`src/rtl/keypad_emulator.sv`:
```
// keypad_emulator
//   Far end of a 4x4 Pmod matrix keypad: answers the decoder's active-low
//   column strobes on active-low row lines while pressing one commanded key.
//   A command runs four phases: press bounce, stable hold, release bounce,
//   released gap. Phase lengths are counted in ticks of TICK_DIV clk cycles.
//
//   Optional feature: define KEYPAD_EMU_BOUNCE_EN to make the contact bounce
//   pseudo-randomly (8-bit LFSR) during both bounce windows. Without it the
//   contact is clean: closed for the whole press window and open for the
//   whole release window. Phase durations are the same in both builds.
module keypad_emulator #(
    parameter int TICK_DIV     = 100,
    parameter int BOUNCE_TICKS = 2000,
    parameter int GAP_TICKS    = 5000
) (
    input  logic        clk,
    input  logic        rst,
    input  logic        cmd_valid,
    output logic        cmd_ready,
    input  logic [3:0]  cmd_key,
    input  logic [15:0] cmd_hold,
    input  logic [3:0]  col_n,
    output logic [3:0]  row_n,
    output logic        busy,
    output logic        done
);

    localparam int TW = $clog2(TICK_DIV);

    localparam logic [TW-1:0] TICK_LAST   = TW'(TICK_DIV - 1);
    localparam logic [15:0]   BOUNCE_LAST = 16'(BOUNCE_TICKS - 1);
    localparam logic [15:0]   GAP_LAST    = 16'(GAP_TICKS - 1);

    localparam logic [2:0] S_IDLE    = 3'd0;
    localparam logic [2:0] S_PRESS_B = 3'd1;
    localparam logic [2:0] S_HOLD    = 3'd2;
    localparam logic [2:0] S_REL_B   = 3'd3;
    localparam logic [2:0] S_GAP     = 3'd4;

    logic [2:0]    state;
    logic [TW-1:0] tick_cnt;
    logic          tick;
    logic [15:0]   phase;
    logic [15:0]   hold_last;
    logic          phase_end;
    logic          contact;
    logic [1:0]    row_sel;
    logic [1:0]    col_sel;
    logic          press_bit;
    logic          rel_bit;
    logic [3:0]    key_pos;

    // Contact value on each tick of the bounce windows, and the value it
    // takes on entry to them.
`ifdef KEYPAD_EMU_BOUNCE_EN
    localparam logic PRESS_ENTRY = 1'b0;
    localparam logic REL_ENTRY   = 1'b1;

    logic [7:0] lfsr;

    // Fibonacci LFSR x^8+x^6+x^5+x^4+1, one step per tick in every state.
    always_ff @(posedge clk or posedge rst) begin
        if (rst) begin
            lfsr <= 8'hA5;
        end else if (tick) begin
            lfsr <= {lfsr[6:0], lfsr[7] ^ lfsr[5] ^ lfsr[4] ^ lfsr[3]};
        end
    end

    assign press_bit = lfsr[0];
    assign rel_bit   = lfsr[0];
`else
    localparam logic PRESS_ENTRY = 1'b1;
    localparam logic REL_ENTRY   = 1'b0;

    assign press_bit = 1'b1;
    assign rel_bit   = 1'b0;
`endif

    // Free-running tick divider; tick is high for one clk every TICK_DIV.
    always_ff @(posedge clk or posedge rst) begin
        if (rst) begin
            tick_cnt <= '0;
        end else if (tick) begin
            tick_cnt <= '0;
        end else begin
            tick_cnt <= tick_cnt + TW'(1);
        end
    end

    assign tick = (tick_cnt == TICK_LAST);

    // Key code to {row, col} position on the keypad matrix.
    always_comb begin
        // NOTE: every output of a combinational block gets a default first,
        // so no path through it can leave the value held (no latch).
        key_pos = 4'b0000;
        case (cmd_key)
            4'h1: key_pos = {2'd0, 2'd0};
            4'h2: key_pos = {2'd0, 2'd1};
            4'h3: key_pos = {2'd0, 2'd2};
            4'hA: key_pos = {2'd0, 2'd3};
            4'h4: key_pos = {2'd1, 2'd0};
            4'h5: key_pos = {2'd1, 2'd1};
            4'h6: key_pos = {2'd1, 2'd2};
            4'hB: key_pos = {2'd1, 2'd3};
            4'h7: key_pos = {2'd2, 2'd0};
            4'h8: key_pos = {2'd2, 2'd1};
            4'h9: key_pos = {2'd2, 2'd2};
            4'hC: key_pos = {2'd2, 2'd3};
            4'h0: key_pos = {2'd3, 2'd0};
            4'hF: key_pos = {2'd3, 2'd1};
            4'hE: key_pos = {2'd3, 2'd2};
            4'hD: key_pos = {2'd3, 2'd3};
            default: key_pos = 4'b0000;
        endcase
    end

    // Last phase count of the current state.
    always_comb begin
        phase_end = 1'b0;
        case (state)
            S_PRESS_B, S_REL_B: phase_end = (phase == BOUNCE_LAST);
            S_HOLD:             phase_end = (phase == hold_last);
            S_GAP:              phase_end = (phase == GAP_LAST);
            default:            phase_end = 1'b0;
        endcase
    end

    // Command FSM: phase counter restarts at every state entry and only
    // advances on ticks; contact is forced closed entering HOLD and open
    // entering GAP regardless of the last bounce value.
    always_ff @(posedge clk or posedge rst) begin
        if (rst) begin
            state     <= S_IDLE;
            phase     <= '0;
            hold_last <= '0;
            contact   <= 1'b0;
            done      <= 1'b0;
            row_sel   <= 2'd0;
            col_sel   <= 2'd0;
        end else begin
            // NOTE: state registers use non-blocking assignments so every
            // right-hand side sees the pre-edge value, independent of order.
            done <= 1'b0;
            case (state)
                S_IDLE: begin
                    contact <= 1'b0;
                    if (cmd_valid) begin
                        row_sel   <= key_pos[3:2];
                        col_sel   <= key_pos[1:0];
                        // A zero hold is stretched to one tick.
                        hold_last <= (cmd_hold == 16'd0) ? 16'd0 : cmd_hold - 16'd1;
                        phase     <= '0;
                        contact   <= PRESS_ENTRY;
                        state     <= S_PRESS_B;
                    end
                end
                S_PRESS_B: begin
                    if (tick) begin
                        if (phase_end) begin
                            phase   <= '0;
                            contact <= 1'b1;
                            state   <= S_HOLD;
                        end else begin
                            phase   <= phase + 16'd1;
                            contact <= press_bit;
                        end
                    end
                end
                S_HOLD: begin
                    if (tick) begin
                        if (phase_end) begin
                            phase   <= '0;
                            contact <= REL_ENTRY;
                            state   <= S_REL_B;
                        end else begin
                            phase <= phase + 16'd1;
                        end
                    end
                end
                S_REL_B: begin
                    if (tick) begin
                        if (phase_end) begin
                            phase   <= '0;
                            contact <= 1'b0;
                            state   <= S_GAP;
                        end else begin
                            phase   <= phase + 16'd1;
                            contact <= rel_bit;
                        end
                    end
                end
                S_GAP: begin
                    if (tick) begin
                        if (phase_end) begin
                            phase <= '0;
                            done  <= 1'b1;
                            state <= S_IDLE;
                        end else begin
                            phase <= phase + 16'd1;
                        end
                    end
                end
                default: begin
                    phase   <= '0;
                    contact <= 1'b0;
                    state   <= S_IDLE;
                end
            endcase
        end
    end

    // Zero-latency scan response from registered contact/position and live
    // column strobes; any other low column does not mask the pressed one.
    always_comb begin
        row_n = 4'hF;
        if (contact && !col_n[col_sel]) begin
            row_n[row_sel] = 1'b0;
        end
    end

    assign busy      = (state != S_IDLE);
    assign cmd_ready = (state == S_IDLE);

endmodule

```
`config.mk`:
```
export PLATFORM = sky130hd
export DESIGN_NAME = keypad_emulator
export DESIGN_NICKNAME = d
export VERILOG_FILES = /design/src/rtl/keypad_emulator.sv
export SDC_FILE = /design/constraint.sdc
export NUM_CORES = 1
export LEC_CHECK = 0
export CORE_MARGIN = 2
export CORE_UTILIZATION = 40
export CTS_BUF_LIST = sky130_fd_sc_hd__clkbuf_8
export CTS_CLUSTER_SIZE = 14
export DETAILED_ROUTE_END_ITERATION = 8
export PLACE_DENSITY = 0.58
export SYNTH_ARGS = -nofsm -noshare
export SYNTH_HDL_FRONTEND = slang
export SYNTH_SLANG_ARGS = --single-unit
```
`constraint.sdc`:
```
create_clock -name clk -period 3.2 [get_ports clk]
set_input_delay 0.96 -clock clk [delete_from_list [all_inputs] [get_ports clk]]
set_output_delay 0.96 -clock clk [all_outputs]
set_load 0.02 [all_outputs]
```
# Word level (Yosys, flattened, before mapping)
# Memory sizes are Yosys's and may differ from the RTL's. A register that Yosys moved wholly into a read port is not among the register bits.
# Cells that the tools add are included.
[totals]
reg_bits = 44
romBits = 64
input_bits = 27
out_inout_bits = 7
wordCells = 76
n_memories = 1
[mem_list]
columns = ["memory", "depth", "word_bits", "read_ports", "rd_ports_with_merged_regs", "wr", "line", "rtl"]
rows = [
  ["(name not given)", 16, 4, 1, 1, 0, "98", "case (cmd_key)"],
]
[classes]
add_sub_neg = 3
n_lt_le_gt_ge = 3
eq_ne = 18
muxes = 31
n_bitwise = 2
reduce_logical = 12
[ops]
columns = ["op", "n"]
rows = [
  ["16-bit 2-to-1 mux", 4],
  ["16-bit case mux with 2 select lines", 1],
  ["3-bit 2-to-1 mux", 9],
  ["2-bit inequality test (second input constant)", 9],
  ["16-bit by 1-bit adder with 16-bit output (second input constant)", 1],
  ["16-bit by 11-bit equality test with 1-bit output (second input constant)", 1],
  ["16-bit by 13-bit equality test with 1-bit output (second input constant)", 1],
  ["16-bit equality test", 1],
  ["16-bit logical NOT", 1],
  ["16-bit by 1-bit subtractor with 16-bit output (second input constant)", 1],
  ["3-bit case mux with 5 select lines", 1],
  ["1-bit 2-to-1 mux", 10],
  ["9-bit AND reduction", 1],
  ["7-bit by 1-bit adder with 7-bit output (second input constant)", 1],
  ["7-bit equality test (second input constant)", 1],
  ["7-bit 2-to-1 mux", 1],
  ["3-bit by 2-bit equality test with 1-bit output (second input constant)", 2],
  ["2-bit by 3-bit less-than comparator with 1-bit output (second input constant)", 2],
  ["1-bit case mux with 5 select lines", 1],
  ["5-bit AND reduction", 1],
  ["4-bit 2-to-1 mux", 1],
  ["4-bit NOT", 1],
  ["2-bit AND reduction", 2],
  ["4-bit OR reduction", 1],
  ["13 further kinds", 14],
]

# Longest topological paths before layout
# Gate-level depths: netlist of run 1.
[depth]
word_depth = 6
depth_mapped = 9
mapped_depth_nobuf = 8

# Worst setup path before layout of run 1
# No wires, ideal clock.
[synth_path]
path_type = "input -> register"
from = "input cmd_hold[0]"
to = "register hold_last[10]"
arrival_ps = 2720
required_ps = 3067
path_slack_ps = 347
cell_stages = 8
path_buffers = 1
cell_sequence = "inv_1 -> ha_1 -> nor3b_1 -> nand3b_1 -> nor4_1 -> a21o_1 -> clkbuf_1 -> o21ai_0"
[synth_via]
elab_chain_len = 2
word_cells_on_any_way = 3
cone_classes = "add/sub: 1; mux: 1; reduce/logical: 1"
[synth_lines]
columns = ["element", "line", "rtl"]
rows = [
  ["start: declaration", "21", "input logic [15:0] cmd_hold,"],
  ["16-bit by 1-bit subtractor with 16-bit output / 16-bit logical NOT (equally long branches)", "153", "hold_last <= (cmd_hold == 16'd0) ? 16'd0 : cmd_hold - 16'd1;"],
  ["16-bit 2-to-1 mux *", "153", ""],
  ["end signal: assignment", "153", ""],
  ["end: declaration", "44", "logic [15:0] hold_last;"],
]
# Mark *: on every way between the ends. The rest lies on a longest branch, timed or not.
# A chain may end at the register's enable or synchronous reset.

# Final worst setup path of run 1
[layout_path]
from = "input col_n[3]"
to = "output row_n[2]"
[layout_via]
elab_chain_len = 5
[layout_lines]
columns = ["element", "line", "rtl"]
rows = [
  ["start: declaration", "22", "input logic [3:0] col_n,"],
  ["1-bit binary-select mux with 2-bit select", "218", "if (contact && !col_n[col_sel]) begin"],
  ["1-bit 2-to-1 mux (implied by the code)", "218", ""],
  ["1-bit logical NOT", "218", ""],
  ["1-bit logical AND", "218", ""],
  ["4-bit 2-to-1 mux", "218", ""],
  ["end: declaration", "23", "output logic [3:0] row_n,"],
]
# No other way between the ends. The select of a mux whose other input is x is not followed.

==> results.txt, run 1 <==
The die covers 8630 sq um. The finished layout holds 494 standard cells, fillers aside. The TritonCTS clock tree is done. The post-synthesis instance area came out at 3160 sq um. The count of endpoints failing hold in the final timing report came out at 0. Ranked by total cell area, the synthesized netlist is headed by dfrtp_1 (38%), xnor2_1 (5.5%), xor2_1 (5.0%).

The routed via count divided by cell count is 5.45. The number of setup violations in the final report came out at 0. The flow ran to the end, and the final reports show no timing, DRC or antenna violations.

The net switching power came out at 493 uW. The worst path required time is 2240 ps. In the final design database the tool counted 421 nets. In this run the number of H-tree levels came out at 2. The leading area contributor after synthesis is dfrtp_1. The count of flip-flops with a built-in enable after synthesis came out at 0. The worst IR drop on VDD is 0.217 mV. The XOR/XNOR share of the synthesized area came out at 10.5%.

The initial core utilization came out at 41.1%. The later pin in the worst-skew pair is clocked with a latency of 300 ps. The complex-gate fraction of the synthesized area came out at 13.1%. The slew at the pin closest to its max-slew limit is 709 ps.

The switching share of total power is 31.5%. The final HPWL from detailed placement is 5.31 mm. The number of global-route vias before repair is 2584.

Entering global routing, the biggest net connects 49 pins. The fraction of the mapped netlist area in adder cells came out at 1.19%. The worst hold path class is reg2reg. A synthesized cell averages 8.98 sq um. The combinational share of power is 23.9%. Measured against the total synthesized area, the mux share comes to 1.98%. Counting every sink on the clock net gives 48. The number of buffers added on ports is 33. The first global-routing pass estimated 12.1 mm of wire. Of all flip-flops after synthesis, the portion carrying an async set or reset was 100%. The max-capacitance violation count came out at 0. The post-synthesis cell count is 352. The post-synthesis net count is 382. The y dimension of the die is 92.9 um. The wire length per cell came out at 14.0 um. The Yosys warning count came out at 0.

The final core utilization came out at 48.9%. The number of distinct library cell variants in the gate-level netlist after synthesis came out at 58. For the final database, setup skew stands at 10.2 ps. The type of element capturing the critical path is an output pin.

The maximum operating frequency came out at 0.321 GHz. Counting the fill cells in the layout gives 761. The area added between synthesis and finish came out at 18.9%. The final global-route overflow total came out at 0.

The power per cell area is 417 nW/um^2. The I/O pin count is 34. CTS placed an instance of clkbuf_8 at the clock tree root. Yosys instantiated no cell more often than dfrtp_1. The final hold slack came out at 454 ps.

The clock slew seen by the registers of the worst setup and hold paths came out at 80 ps. The maximum fanout along the worst path is 2. The routed wire length is 6.93 mm.

The design draws 1570 uW. The final antenna-violating net count came out at 0. Of the synthesized area, sequential elements account for 38.0%. The die span in x came out at 92.9 um.

The static power due to leakage came out at 0.00162 uW. The part of the cycle the worst path needs is 97.3%. The internal portion of the total power is 1070 uW. The count of TritonRoute iterations in the first routing pass came out at 4. The worst setup slack after layout is 84.8 ps.

In the final layout, flip-flops and latches occupy 1200 sq um. Registers are responsible for 52.8% of the overall power. The antenna diode count came out at 0. The fraction of final layout cells sized beyond drive strength 1 came out at 11.0%. Summing over every cut layer, the via total after detailed routing is 2691. After the first detailed-routing iteration, the DRC count stood at 95. After clock tree synthesis, the flow added hold-fix buffers numbering 0. Setup repair after global routing left no endpoint under its margin. The area inside the core boundary came out at 7690 sq um. Counting tap cells, the placed design contains a total of 486 instances. The number of antenna violations at the first check in global routing came out at 0. The total area of multi-input combinational cells is 1840 sq um. The number of buffers between clock root and the deepest sink came out at 2. Among all flip-flop cells after synthesis, the most frequent one is dfrtp_1. After detailed routing, the number of remaining DRC violations is 0. The data arrival time of the worst path is 2160 ps. The final critical path time including I/O delays and setup is 3120 ps. After synthesis, the largest family of logic cells by area is simple AND/OR/NAND/NOR gates. The worst setup path is of the in2out kind.

The worst max-slew margin expressed relative to the limit is 52.4%. The number of rows created at floorplan is 32. The clock group share of total power is 23.3%. Buffers inserted during clock tree synthesis total 5. The simple logic cell fraction of the synthesized area is 31.2%. The final weighted congestion in routability-driven placement came out at 0.749.

The commonest cells after synthesis are dfrtp_1 (48), nand2_1 (39), o21ai_0 (31), xnor2_1 (20). The final max-slew violation count is 0. The count of state elements after synthesis is 48. The total routing usage reported by global routing is 17.3%.

The portion of synthesized cell area occupied by the leading cell type came out at 38.0%. The type of origin of the critical path is an input port. The worst slack at placement came out at -452 ps.
## power groups by stage
stage          clock, uW  combinational [uW]  sequential [uW]
2_1_floorplan          0                 258              798
3_3_place_gp           0                 367              839
3_5_place_dp           0                 379              840
4_1_cts              378                 380              829
5_1_grt              392                 429              848
6_report             365                 374              828
## worst paths after layout
| check | from | to | slack, ps | cells after the start |
|---|---|---|---|---|
| max | col_n[3] | row_n[2] | 80 | 5 |
| min | tick_cnt[0]$_DFF_PP0_ | tick_cnt[0]$_DFF_PP0_ | 450 | 1 |
| max reg2reg | state[0]$_DFFE_PP0P_ | phase[15]$_DFFE_PP0P_ | 390 | 7 |
| min reg2reg | tick_cnt[0]$_DFF_PP0_ | tick_cnt[0]$_DFF_PP0_ | 450 | 1 |
| max in group asynchronous | rst | tick_cnt[6]$_DFF_PP0_ | 1660 | 3 |
| min in group asynchronous | rst | hold_last[2]$_DFFE_PP0P_ | 1110 | 3 |
## cells in the final DEF (no fill, tap or decap), types with 3 or more instances in the layout
cell type / n
inv_1: 12
or2_2: 4
xor2_1: 18
clkbuf_8: 6
and4_1: 3
xnor2_1: 20
dlygate4sd2_1: 4
mux2i_1: 4
clkdlybuf4s50_1: 25
nor4b_1: 6
and3_1: 17
nand2b_1: 5
nor3b_1: 4
o21ai_0: 31
or3_1: 4
nor4_1: 6
ha_1: 3
nor2_1: 17
buf_4: 16
a21oi_1: 12
nand3b_1: 9
nand2_1: 39
nand4_1: 7
dfrtp_1: 48
nor4bb_1: 5
nor3_1: 5
nand3_1: 11
## timing repair
| item | 4_1_cts | 5_1_grt |
|---|---|---|
| gates resized for setup | 23 | 0 |
| setup buffers | 0 | 0 |
| setup endpoints to repair | 4 | 0 |
## per-layer routing
metal	track usage [%]	wire [um]	up-vias	part of all wire, %
li1	-	-	1347	-
met1	22.6	3270	1290	47
met2	29.5	3390	46	49
met3	3.01	195	8	2.8
met4	4.29	72	0	1.0
met5	0	0	-	0
## per-stage QoR
stage                     setup TNS [ps]  cell area [sq um]
final                                  0               3760
after global routing                   0               3760
after CTS                              0               3760
after detailed placement           -1680               3670
after global placement             -1430               3670
after floorplan                        0               3160
## worst max-delay path, cell delays in order
cell,delay [ps]
dlygate4sd2_1,220
mux4_2,500
nor3_2,240
nand2_1,80
buf_2,160
## logic make-up (layout without fill, tap and decap cells)
kind of cell,Yosys count,count (layout)
AOI/OAI and AO/OA,64,64
adders and majority gates,3,3
DFF,48,48
buffers and inverters,29,69
and+or+nand+nor,165,165
xor gates and xnor gates,38,38
muxes,5,5
## sequential cells by signal, indices dropped and copies added (netlist names)
register	count
phase	16
col_sel	2
contact	1
row_sel	2
done	1
hold_last	16
tick_cnt	7
state	3
## final cells by class
cell class	instances	area share, %
clock inverters	2	0.200
inverters	11	1.10
multi-input cells	275	49.0
flip-flops and latches	48	32.0
well taps	102	3.40
clock buffers	6	2.20
repair buffers	50	12.2
No activity file was read; power rests on OpenSTA's default activity.
==> run 2: changes to the inputs <==
--- a/config.mk
+++ b/config.mk
@@ -10,7 +10,10 @@
 export CTS_BUF_LIST = sky130_fd_sc_hd__clkbuf_8
 export CTS_CLUSTER_SIZE = 14
 export DETAILED_ROUTE_END_ITERATION = 8
+export HOLD_SLACK_MARGIN = 0.02
+export MAX_ROUTING_LAYER = met4
 export PLACE_DENSITY = 0.58
+export REMOVE_ABC_BUFFERS = 1
 export SYNTH_ARGS = -nofsm -noshare
 export SYNTH_HDL_FRONTEND = slang
 export SYNTH_SLANG_ARGS = --single-unit
==> results.txt, run 2 (same netlist as run 1, synthesis figures left out) <==
The final global-route overflow total is 0 (unchanged). The number of setup violations in the final report came out at 0 (unchanged). The fill cell instance count of the final layout was 758 (was 761).

The maximum operating frequency came out at 0.335 GHz (was 0.321 GHz). The number of clock sinks is 48 (unchanged). The number of global-route vias before repair came to 2495 (was 2584).

The maximum fanout along the worst path is 2 (unchanged). The final HPWL from detailed placement is 5.46 mm (was 5.31 mm). The data arrival time of the worst path is 2020 ps (was 2160 ps).

The final weighted congestion in routability-driven placement came out at 0.813 (was 0.749). The clock slew seen by the registers of the worst setup and hold paths is 80 ps (about the same). The routed wire length is 7.09 mm (was 6.93 mm). The final hold slack is 462 ps (was 454 ps). The sequential power share is 51.8% (was 52.8%). The net switching power came out at 503 uW (was 493 uW). The area added between synthesis and finish came out at 20.0% (was 18.9%). The fraction of final layout cells sized beyond drive strength 1 is 11.3% (was 11.0%). The power per cell area came to 423 nW/um^2 (was 417 nW/um^2). The antenna diode count came out at 0 (unchanged).

The latest clock arrival within the worst-skew pair came to 300 ps (about the same). The amount of wire on met2 after detailed routing is 3.33 mm (was 3.39 mm). The number of instances on the worst hold path came out at 1 (unchanged). The TritonCTS clock tree is done (unchanged). The worst path required time came out at 2240 ps (about the same).

The net count of the finished layout is 421 (unchanged). The depth of the worst register-to-register path came to 6 (was 7). The y dimension of the die is 92.9 um (unchanged). The slew at the pin closest to its max-slew limit came out at 776 ps (was 709 ps).

The part of the cycle the worst path needs came out at 93.3% (was 97.3%). The internal power came out at 1100 uW (was 1070 uW). The total vias in the final route came out at 2681 (was 2691). The number of clock buffers inserted by TritonCTS is 5 (unchanged). The final instance area is 3790 sq um (was 3760 sq um). The total met3 wirelength after detailed routing came out at 219 um (was 195 um).

Unrepaired setup endpoints after global routing: no (unchanged). The count of endpoints failing hold in the final timing report was 0 (unchanged). The area of placed instances is 3680 sq um (was 3670 sq um). The initial core utilization came to 41.1% (unchanged). The final antenna-violating net count was 0 (unchanged). The I/O pin count came out at 34 (unchanged). The max-capacitance violation count is 0 (unchanged). The combinational share of power is 24.0% (was 23.9%). The final core utilization is 49.3% (was 48.9%). The worst min-delay path endpoint is tick_cnt[0]$_DFF_PP0_ (unchanged). Result of the run: completed (unchanged). The count of TritonRoute iterations in the first routing pass came out at 4 (unchanged). The clock root buffer is clkbuf_8 (unchanged). Largest registers: hold_last (16), phase (16), tick_cnt (7) (unchanged).

The overall die area is 8630 sq um (unchanged). The number of antenna violations at the first check in global routing came to 0 (unchanged). The met1 routed wirelength after detailed routing came out at 3.46 mm (was 3.27 mm).

The slack of the worst reg-to-reg path came out at 390 ps (about the same). The H-tree depth reported by CTS came to 2 (unchanged). The worst-case clock skew is 4.58 ps (was 10.2 ps). The switching share of total power came out at 31.4% (was 31.5%). The final critical path time including I/O delays and setup came out at 2980 ps (was 3120 ps).

The number of buffers added on ports came out at 33 (unchanged). The worst IR drop on VDD came out at 0.174 mV (was 0.217 mV). The number of violations reported at the end of detailed-routing iteration 0 came out at 158 (was 95). The endpoint of the worst-slack reg-to-reg timing path was phase[15]$_DFFE_PP0P_ (unchanged). Top library cells by usage in the layout, fill and taps aside: dfrtp_1 (48), nand2_1 (39), o21ai_0 (31), clkdlybuf4s50_1 (25), xnor2_1 (20) (unchanged). The routed via count divided by cell count came out at 5.44 (was 5.45). The number of rows created at floorplan is 32 (unchanged). The worst max-slew margin expressed relative to the limit came out at 47.9% (was 52.4%). The startpoint-to-endpoint class of the critical path was in2out (unchanged). The maximum number of pins on one net before global-route repair came out at 26 (was 49). The worst hold path class was reg2reg (unchanged). The type of element capturing the critical path is an output pin (unchanged).

The worst hold path startpoint was tick_cnt[0]$_DFF_PP0_ (unchanged). The final max-slew violation count was 0 (unchanged). The DRC violation count after routing is 0 (unchanged). The area inside the core boundary is 7690 sq um (unchanged). The count of hold buffers inserted by post-cts repair came out at 0 (unchanged). The wire length per cell is 14.4 um (was 14.0 um). The critical register-to-register path startpoint is state[2]$_DFFE_PP0P_ (was state[0]$_DFFE_PP0P_). The commonest non-fill, non-tap cell in the layout was dfrtp_1 (unchanged). The static power due to leakage is 0.00165 uW (was 0.00162 uW). The uppermost signal routing layer after detailed routing is met4 (unchanged). The type of origin of the critical path is an input port (unchanged).

The total routing usage reported by global routing is 17.6% (was 17.3%). The die span in x was 92.9 um (unchanged). The clock group share of total power is 24.2% (was 23.3%).

The wire length of the first global-routing pass came out at 12.0 mm (was 12.1 mm). The number of buffers between clock root and the deepest sink is 2 (unchanged).
==> run 2: worst max path at each step <==
stage                start                   endpoint  cells after the start
2_1_floorplan  cmd_hold[0]   hold_last[3]$_DFFE_PP0P_                      8
4_1_cts           col_n[3]                   row_n[2]                      5
5_1_grt        cmd_hold[1]  hold_last[15]$_DFFE_PP0P_                      8
3_3_place_gp      col_n[3]                   row_n[2]                      5
6_report          col_n[3]                   row_n[2]                      5
3_5_place_dp      col_n[3]                   row_n[2]                      5
==> run 2: power groups by stage <==
stage / clock [uW] / sequential, uW / combinational (uW)
2_1_floorplan: 0 / 802 / 248
4_1_cts: 395 / 827 / 377
3_5_place_dp: 0 / 838 / 382
5_1_grt: 424 / 848 / 439
3_3_place_gp: 0 / 834 / 372
6_report: 388 / 830 / 385
==> run 2: metal layers <==
metal | global-route usage, % | up-vias
li1 | - | 1346
met1 | 23.5 | 1278
met2 | 28.3 | 49
met3 | 2.69 | 8
met4 | 4.53 | 0
met5 | - | -
==> run 2: stage by stage <==
stage	power, uW	setup slack, ps	setup TNS, ps	instances
floorplan	1050	390	0	334
detailed placement	1220	-420	-1550	486
CTS	1600	16.7	0	493
global route	1710	160	0	493
finish	1600	216	0	493
global placement	1210	-392	-1440	486
==> run 2: area by class of cell <==
| type | count | area, sq um | share of cell area [%] |
|---|---|---|---|
| multi-input cells | 275 | 1850 | 48.7 |
| flip-flops and latches | 48 | 1200 | 31.7 |
| repair buffers | 50 | 479 | 12.6 |
| well taps | 102 | 128 | 3.37 |
| clock buffers | 7 | 96.3 | 2.54 |
| inverters | 11 | 41.3 | 1.09 |
==> run 2: timing repair <==
| action | in CTS | in global routing |
|---|---|---|
| gates resized for setup | 18 | 7 |
| setup buffers | 0 | 0 |
| pin swaps | 0 | 1 |
| setup endpoints to repair | 4 | 4 |
==> run 2: critical path, stage by stage <==
cell and delay, ps:
dlymetal6s2s_1 120, mux4_2 520, nor3_4 200, nand2_1 70, buf_2 160
==> run 3: changes to the inputs <==
--- a/config.mk
+++ b/config.mk
@@ -5,6 +5,7 @@
 export SDC_FILE = /design/constraint.sdc
 export NUM_CORES = 1
 export LEC_CHECK = 0
+export CAP_MARGIN = 20
 export CORE_MARGIN = 2
 export CORE_UTILIZATION = 40
 export CTS_BUF_LIST = sky130_fd_sc_hd__clkbuf_8
@@ -12,7 +13,6 @@
 export DETAILED_ROUTE_END_ITERATION = 8
 export HOLD_SLACK_MARGIN = 0.02
 export MAX_ROUTING_LAYER = met4
-export PLACE_DENSITY = 0.58
 export REMOVE_ABC_BUFFERS = 1
 export SYNTH_ARGS = -nofsm -noshare
 export SYNTH_HDL_FRONTEND = slang
==> results.txt, run 3 (same netlist as run 1, synthesis figures left out) <==
Result of the run: completed (unchanged). The count of TritonRoute iterations in the first routing pass is 4 (unchanged). The total vias in the final route is 2691 (was 2681). The net count of the finished layout came out at 423 (was 421). The count of endpoints failing hold in the final timing report came to 0 (unchanged). The count of hold buffers inserted by post-cts repair was 0 (unchanged).

The initial core utilization is 41.1% (unchanged). The clock root buffer is clkbuf_8 (unchanged). The maximum number of pins on one net before global-route repair came out at 28 (was 26). The static power due to leakage is 0.00162 uW (was 0.00165 uW). Largest registers: hold_last (16), phase (16), tick_cnt (7) (unchanged). The overall die area is 8630 sq um (unchanged). The DRC violation count after routing came out at 0 (unchanged). The number of buffers added on ports is 33 (unchanged).

The maximum operating frequency is 0.327 GHz (was 0.335 GHz). The number of rows created at floorplan is 32 (unchanged). The part of the cycle the worst path needs came out at 95.7% (was 93.3%). The final antenna-violating net count is 0 (unchanged).

The final max-slew violation count is 0 (unchanged). The final global-route overflow total came out at 0 (unchanged). The worst IR drop on VDD is 0.205 mV (was 0.174 mV).

The final critical path time including I/O delays and setup came to 3060 ps (was 2980 ps). The worst path required time is 2240 ps (about the same). The worst max-slew margin expressed relative to the limit came to 55.5% (was 47.9%).

The final hold slack is 465 ps (was 462 ps). The number of global-route vias before repair is 2579 (was 2495). The final instance area was 3770 sq um (was 3790 sq um).

The area added between synthesis and finish is 19.2% (was 20.0%). The routed wire length came out at 6.73 mm (was 7.09 mm). The wire length of the first global-routing pass came to 12.1 mm (was 12.0 mm). The y dimension of the die is 92.9 um (unchanged).

The number of clock sinks was 48 (unchanged). The total routing usage reported by global routing was 17.7% (was 17.6%). The number of buffers added for setup after CTS is 0 (unchanged). The setup total negative slack came to 0 ps (unchanged). The worst hold path class is reg2reg (unchanged).

The TritonCTS clock tree is done (unchanged). The uppermost signal routing layer after detailed routing was met4 (unchanged). The met1 routed wirelength after detailed routing was 3.24 mm (was 3.46 mm). The power per cell area came out at 413 nW/um^2 (was 423 nW/um^2). The area of placed instances came to 3690 sq um (was 3680 sq um).

The routed via count divided by cell count came out at 5.43 (was 5.44). The data arrival time of the worst path was 2100 ps (was 2020 ps). The number of violations reported at the end of detailed-routing iteration 0 came out at 146 (was 158). The type of element capturing the critical path is an output pin (unchanged).

The area inside the core boundary is 7690 sq um (unchanged). The maximum fanout along the worst path is 2 (unchanged). The final weighted congestion in routability-driven placement came out at 0.809 (was 0.813). The slew at the pin closest to its max-slew limit was 664 ps (was 776 ps). The commonest non-fill, non-tap cell in the layout is dfrtp_1 (unchanged).

The slack of the worst reg-to-reg path is 420 ps (was 390 ps). The wire length per cell is 13.6 um (was 14.4 um). The number of clock buffers inserted by TritonCTS came to 5 (unchanged). The fraction of final layout cells sized beyond drive strength 1 is 11.4% (was 11.3%).

The total met3 wirelength after detailed routing came out at 185 um (was 219 um). The final HPWL from detailed placement came to 5.33 mm (was 5.46 mm). The H-tree depth reported by CTS is 2 (unchanged).

The number of setup violations in the final report came out at 0 (unchanged). The max-capacitance violation count is 0 (unchanged). The clock slew seen by the registers of the worst setup and hold paths is 80 ps (about the same). The startpoint-to-endpoint class of the critical path is in2out (unchanged). The I/O pin count is 34 (unchanged).

The post-cts resize count was 24 (was 18). The number of antenna violations at the first check in global routing was 0 (unchanged). The amount of wire on met2 after detailed routing came to 3.21 mm (was 3.33 mm). The latest clock arrival within the worst-skew pair is 300 ps (about the same). The die span in x came out at 92.9 um (unchanged). The worst-case clock skew came to 4.31 ps (was 4.58 ps). The number of buffers between clock root and the deepest sink is 2 (unchanged). The antenna diode count came out at 0 (unchanged). Top library cells by usage in the layout, fill and taps aside: dfrtp_1 (48), nand2_1 (39), o21ai_0 (31), clkdlybuf4s50_1 (25), xnor2_1 (20) (unchanged).

Unrepaired setup endpoints after global routing: no (unchanged). The type of origin of the critical path is an input port (unchanged).
## run 3: final timing paths
check,cells after the start,start,to
max reg2reg,6,state[0]$_DFFE_PP0P_,phase[15]$_DFFE_PP0P_
min,1,tick_cnt[0]$_DFF_PP0_,tick_cnt[0]$_DFF_PP0_
max in group asynchronous,3,rst,phase[10]$_DFFE_PP0P_
min reg2reg,1,tick_cnt[0]$_DFF_PP0_,tick_cnt[0]$_DFF_PP0_
max,5,col_n[3],row_n[2]
min in group asynchronous,2,rst,state[2]$_DFFE_PP0P_
## run 3: metal layers
metal	vias up	track usage, %
li1	1358	-
met2	45	28.1
met1	1280	23.4
met4	0	5.64
met5	-	-
met3	8	2.77
## run 3: layout make-up
class,count,area [sq um]
fillers,749,3920
multi-input cells,275,1840
flip-flops and latches,48,1200
repair buffers,52,467
well taps,102,128
clock buffers,6,82.6
inverters,11,41.3
clock inverters,2,7.51
## run 3: through the flow
| stage | setup WS [ps] | util (%) | std cells | power (uW) |
|---|---|---|---|---|
| 6_report | 139 | 49.0 | 496 | 1560 |
| 5_1_grt | 45.5 | 49.0 | 496 | 1680 |
| 4_1_cts | 135 | 49.0 | 496 | 1580 |
| 2_1_floorplan | 390 | - | 334 | 1050 |
| 3_3_place_gp | -389 | 48.0 | 488 | 1200 |
| 3_5_place_dp | -424 | 48.0 | 488 | 1220 |
## run 3: power breakdown
group / leakage (uW) / internal [uW] / total, uW / switching (uW)
Sequential: 0.000603 / 718 / 830 / 112
Combinational: 0.000965 / 183 / 367 / 184
Clock: 0.0000538 / 170 / 360 / 190
Total: 0.00162 / 1070 / 1560 / 486
## run 3: critical path: stages
cell	delay, ps
dlygate4sd2_1	230
mux4_2	490
nor3_2	200
nand2_1	90
buf_6	140
